### config.mk
export PLATFORM = sky130hd
export DESIGN_NAME = adder_rr_arbiter
export DESIGN_NICKNAME = d
export VERILOG_FILES = /design/src/rtl/adder_rr_arbiter.sv
export SDC_FILE = /design/constraint.sdc
export NUM_CORES = 1
export LEC_CHECK = 0
export CAP_MARGIN = 30
export CORE_MARGIN = 2
export CORE_UTILIZATION = 38
export DETAILED_ROUTE_END_ITERATION = 8
export PLACE_DENSITY = 0.72
export SLEW_MARGIN = 40
export SYNTH_ARGS = -nofsm -noshare
export SYNTH_HDL_FRONTEND = slang
export SYNTH_HIERARCHICAL = 1
export SYNTH_SLANG_ARGS = --single-unit
### constraint.sdc
create_clock -name clk -period 5.1 [get_ports clk]
set_input_delay 0.765 -clock clk [delete_from_list [all_inputs] [get_ports clk]]
set_output_delay 0.765 -clock clk [all_outputs]
set_load 0.005 [all_outputs]
### src/rtl/adder_rr_arbiter.sv
// adder_rr_arbiter: NREQ valid/ready requesters share one combinational adder
// through a round-robin grant; results land in a one-deep tagged response slot.

module adder #(
    parameter int n = 4
) (
    input  logic [n-1:0] A,
    input  logic [n-1:0] B,
    output logic [n-1:0] Sum,
    output logic         Cout
);
    assign {Cout, Sum} = {1'b0, A} + {1'b0, B};
endmodule

module adder_rr_arbiter #(
    parameter int n    = 4,
    parameter int NREQ = 4,
    parameter int IDW  = 2
) (
    input  logic              clk,
    input  logic              rst_n,
    input  logic [NREQ-1:0]   req_valid,
    input  logic [NREQ*n-1:0] req_a,
    input  logic [NREQ*n-1:0] req_b,
    output logic [NREQ-1:0]   req_ready,
    output logic              rsp_valid,
    input  logic              rsp_ready,
    output logic [IDW-1:0]    rsp_id,
    output logic [n-1:0]      rsp_sum,
    output logic              rsp_cout,
    output logic [15:0]       ops_count
);

    typedef enum logic {EMPTY, FULL} state_t;

    state_t         state;
    state_t         state_next;
    logic [IDW-1:0] rr_ptr;
    logic           can_accept;
    logic           hi_found;
    logic           lo_found;
    logic [IDW-1:0] hi_idx;
    logic [IDW-1:0] lo_idx;
    logic           gnt_found;
    logic [IDW-1:0] gnt_idx;
    logic [n-1:0]   add_a;
    logic [n-1:0]   add_b;
    logic [n-1:0]   add_sum;
    logic           add_cout;

    // A full slot that drains this cycle frees room for a new result.
    assign can_accept = (state == EMPTY) | rsp_ready;

    // Round-robin search: first valid at/after rr_ptr, else first valid from 0.
    always_comb begin
        hi_found = 1'b0;
        hi_idx   = '0;
        lo_found = 1'b0;
        lo_idx   = '0;
        for (int i = 0; i < NREQ; i++) begin
            if (req_valid[i] && !hi_found && (IDW'(i) >= rr_ptr)) begin
                hi_found = 1'b1;
                hi_idx   = IDW'(i);
            end
            if (req_valid[i] && !lo_found) begin
                lo_found = 1'b1;
                lo_idx   = IDW'(i);
            end
        end
    end

    assign gnt_found = can_accept & rst_n & (hi_found | lo_found);
    assign gnt_idx   = hi_found ? hi_idx : lo_idx;

    // One-hot grant back to the chosen requester.
    always_comb begin
        req_ready = '0;
        if (gnt_found) begin
            req_ready[gnt_idx] = 1'b1;
        end
    end

    // Steer the granted operand pair into the shared adder; zeros when idle.
    always_comb begin
        add_a = '0;
        add_b = '0;
        if (gnt_found) begin
            add_a = req_a[gnt_idx*n +: n];
            add_b = req_b[gnt_idx*n +: n];
        end
    end

    adder #(.n(n)) u_adder (
        .A    (add_a),
        .B    (add_b),
        .Sum  (add_sum),
        .Cout (add_cout)
    );

    // Slot occupancy: a grant fills it, a drain with no grant empties it.
    always_comb begin
        state_next = state;
        if (gnt_found) begin
            state_next = FULL;
        end else if (state == FULL && rsp_ready) begin
            state_next = EMPTY;
        end
    end

    // Slot state register.
    always_ff @(posedge clk or negedge rst_n) begin
        if (!rst_n) begin
            state <= EMPTY;
        end else begin
            state <= state_next;
        end
    end

    assign rsp_valid = (state == FULL);

    // Capture the result, advance the pointer past the winner, count the op.
    always_ff @(posedge clk or negedge rst_n) begin
        if (!rst_n) begin
            rsp_id    <= '0;
            rsp_sum   <= '0;
            rsp_cout  <= 1'b0;
            rr_ptr    <= '0;
            ops_count <= '0;
        end else if (gnt_found) begin
            rsp_id   <= gnt_idx;
            rsp_sum  <= add_sum;
            rsp_cout <= add_cout;
            rr_ptr   <= (int'(gnt_idx) == NREQ - 1) ? '0 : gnt_idx + 1'b1;
            if (ops_count != 16'hFFFF) begin
                ops_count <= ops_count + 16'd1;
            end
        end
    end

endmodule
==> results.yml <==
critical_path:
  crit_top_cell: "clkdlybuf4s50_1"
  crit_family: "buffers and inverters"
  critical_path_class: "in -> out"
  crit_path_cell_trace: "clkdlybuf4s50_1, buf_4, o311a_1, and2_1, clkdlybuf4s50_1"
  end_kind: "output port"
  critical_path_buf_inv_count: 3
  crit_required_ns: 4.34
  arrival_ns: 2.92
  cpPeakStageDelay_ns: 0.63
  slowest_stage: "o311a_1"
  cp-start-kind: "primary input"
  path_max_fanout: 28
global_route:
  grt-ovfl-total: 0
  grt_pass1_wl_um: 6492
  antenna_found_initial: 0
  gr-usage-all-layers_pct: 16.28
  grt_pass1_vias: 1456
  grt_max_degree: 29
yosys:
  synth-compound-area-share_pct: 11.22
  syn_area_per_cell_um2: 9.726
  synth_top_cell_area_share_pct: 38.89
  synth_seq_cells: 26
  syn_area_um2: 1673
  syn_nets: 221
  synth_adder_area_share_pct: 7.928
  yosysMostFrequentCell: "nand2_1"
  yosys.area_share.xor_xnor_pct: 7.853
  synthTopCellsByArea: "dfrtp_1 39%, mux2i_1 9.6%, ha_1 6.7%, nand2_1 6.3%, xor2_1 5.8%"
  synth_ff_type: "dfrtp_1"
  yosys.area_share.simple_pct: 19.52
  synth_largest_area_cell: "dfrtp_1"
  synthMuxAreaShare_pct: 10.47
  synth_edf_count: 0
  synth_cell_types: 38
  ys_seq_area_share_pct: 38.89
  synth_top_family_by_area: "simple AND/OR/NAND/NOR gates"
  synthTopCellsByCount: "28 x nand2_1, 26 x dfrtp_1, 16 x mux2i_1, 11 x xor2_1, 9 x ha_1"
  async_reset_ff_share_pct: 100.0
  syn_inst: 172
  synth_warnings: 6
min_path:
  hold_path_class: "reg -> reg"
power_and_ir_drop:
  p_per_area_nw_per_um2: 332.7
  p_seq_share_pct: 38.2
  combPwrFrac_pct: 45.5
  leakagePower_nw: 1.182
  p_int_w: 0.0005450
  clkPwrFrac_pct: 16.3
  switching_share_pct: 32.78
  ir_drop_mv: 0.1351
  p_sw_w: 0.0002658
drt:
  antenna_left: 0
  route.detailed.drc: 0
  vias: 1459
  viasPerCell: 4.997
  avgRoutedWirePerCell_um: 12.41
  dr.pass1.iters: 4
  wirelength_um: 3624
  drt_iter0_drc: 70
timing:
  post-route-min-period_ns: 3.686
  fmax_ghz: 0.2713
  drv_slew: 0
  hold_viol_final: 0
  grt_setup_unrepaired: "no"
  finalWorstSetupSlack_ns: 1.414
  finalSetupTns_ns: 0
  worstMarginPinSlew_ns: 0.6128
  finalCritPeriodShare_pct: 72.27
  setup_violations: 0
  fin_skew_ns: 0.002093
  slew_headroom_pct: 59.14
floorplanning:
  num_rows: 24
  die_h_um: 70.35
  fp.dieArea_um2: 4949
  io-pin-count: 67
  dieWidth_um: 70.35
  core_area_um2: 4294
  start_util_pct: 38.96
placed_design:
  place_ws_ns: 1.242
  io_buffers: 66
  gp_congestion: 0.7897
  dpl.hpwl_um: 2890
clock_tree:
  cts_sinks: 26
  htree_num_levels: 1
  hold_buffers: 0
  max-clock-path-buffers: 2
  insertion_delay_ns: 0.27
  post_cts_resized: 0
  cts-root-buf: "clkbuf_8"
  cts_buffers: 3
  cts_tree: "yes"
  post_cts_buffers: 0
  clk_pin_slew_ns: 0.09
run_status:
  status: "finished clean"
job:
  drv_cap: 0
finish:
  drive_gt1_share_pct: 5.417
  final_nets: 290
  syn2layout_area_growth_pct: 45.70
  fillCellCount: 392
  num_antenna_cells: 0
-- layout by cell type, fill, tap and decap left out, types with 2 or more instances in the layout --
cell type,count
a21o_1,2
a21oi_1,2
a31oi_1,2
and2_1,5
and3_1,5
and4_1,2
buf_4,3
clkbuf_8,4
clkdlybuf4s50_1,66
dfrtp_1,26
ha_1,9
inv_1,8
mux2i_1,16
nand2_1,28
nand2b_1,3
nand3_1,4
nand4_1,3
nor2_1,6
nor2b_1,4
o21ai_0,5
o22ai_1,8
xnor2_1,4
xor2_1,11
-- final timing paths --
kind	start	end	slack, ns	depth (start not counted)
setup / recovery	rst_n	req_ready[0]	1.41	5
setup reg to reg	rsp_valid	rsp_cout	2.40	12
max in group asynchronous	rst_n	ops_count[0]	3.99	2
hold / removal	rsp_sum[2]	rsp_sum[2]	0.49	2
min in group asynchronous	rst_n	ops_count[3]	0.86	2
hold reg to reg	rsp_sum[2]	rsp_sum[2]	0.49	2
-- worst min-delay path: cells and delay by family (launching register included) --
kind | cells | cell delay, ns
flip-flops | 1 | 0.35
AND/OR/NAND/NOR | 2 | 0.11
-- cells by family (layout without fill, tap and decap cells) --
| logic type | after synthesis | count (layout) |
|---|---|---|
| simple gates | 65 | 65 |
| fa+ha+maj | 10 | 10 |
| mux | 17 | 17 |
| flops | 26 | 26 |
| compound gates | 26 | 26 |
| buf+inv | 13 | 81 |
| xor+xnor | 15 | 15 |
-- registers in the layout, summed over array words and instances, names as in the netlist --
name and flops:
rsp_sum 4, rsp_valid 1, rsp_id 2, ops_count 16, rr_ptr 2, rsp_cout 1
-- cell type report --
type	instances	area [um2]	share of cell area, %
Timing Repair Buffer	69	683.2	28.03
Inverter	8	30.03	1.232
Sequential cell	26	650.6	26.69
Clock buffer	4	55.05	2.259
Multi-Input combinational cell	133	953.4	39.12
Tap cell	52	65.06	2.669
-- power groups by stage --
stage	clock (W)	sequential, W	combinational [W]
after floorplan	0	0.000310	0.000204
after global placement	0	0.000313	0.000370
after detailed placement	0	0.000314	0.000373
after CTS	0.000136	0.000310	0.000375
after global routing	0.000142	0.000318	0.000414
final	0.000132	0.000310	0.000369
-- metrics by stage --
stage	total power [W]	utilization (%)	instance area, um2	cells	hold slack (ns)
floorplan	0.0005132	-	1673	172	0.4694
global placement	0.0006829	55.48	2382	288	0.4596
detailed placement	0.0006865	55.48	2382	288	0.4718
CTS	0.0008216	56.76	2437	292	0.4960
global route	0.0008737	56.76	2437	292	0.5218
finish	0.0008108	56.76	2437	292	0.4885
-- metal layers --
metal / GRT usage [%] / vias to the layer above / share of wire, %
met3: 4.329 / 5 / 7.9
met2: 26.62 / 56 / 46
li1: - / 733 / -
met4: 5.769 / 0 / 1.5
met1: 20.66 / 665 / 44
met5: 0 / - / 0
Note: power is estimated with default switching activity, not from simulation.
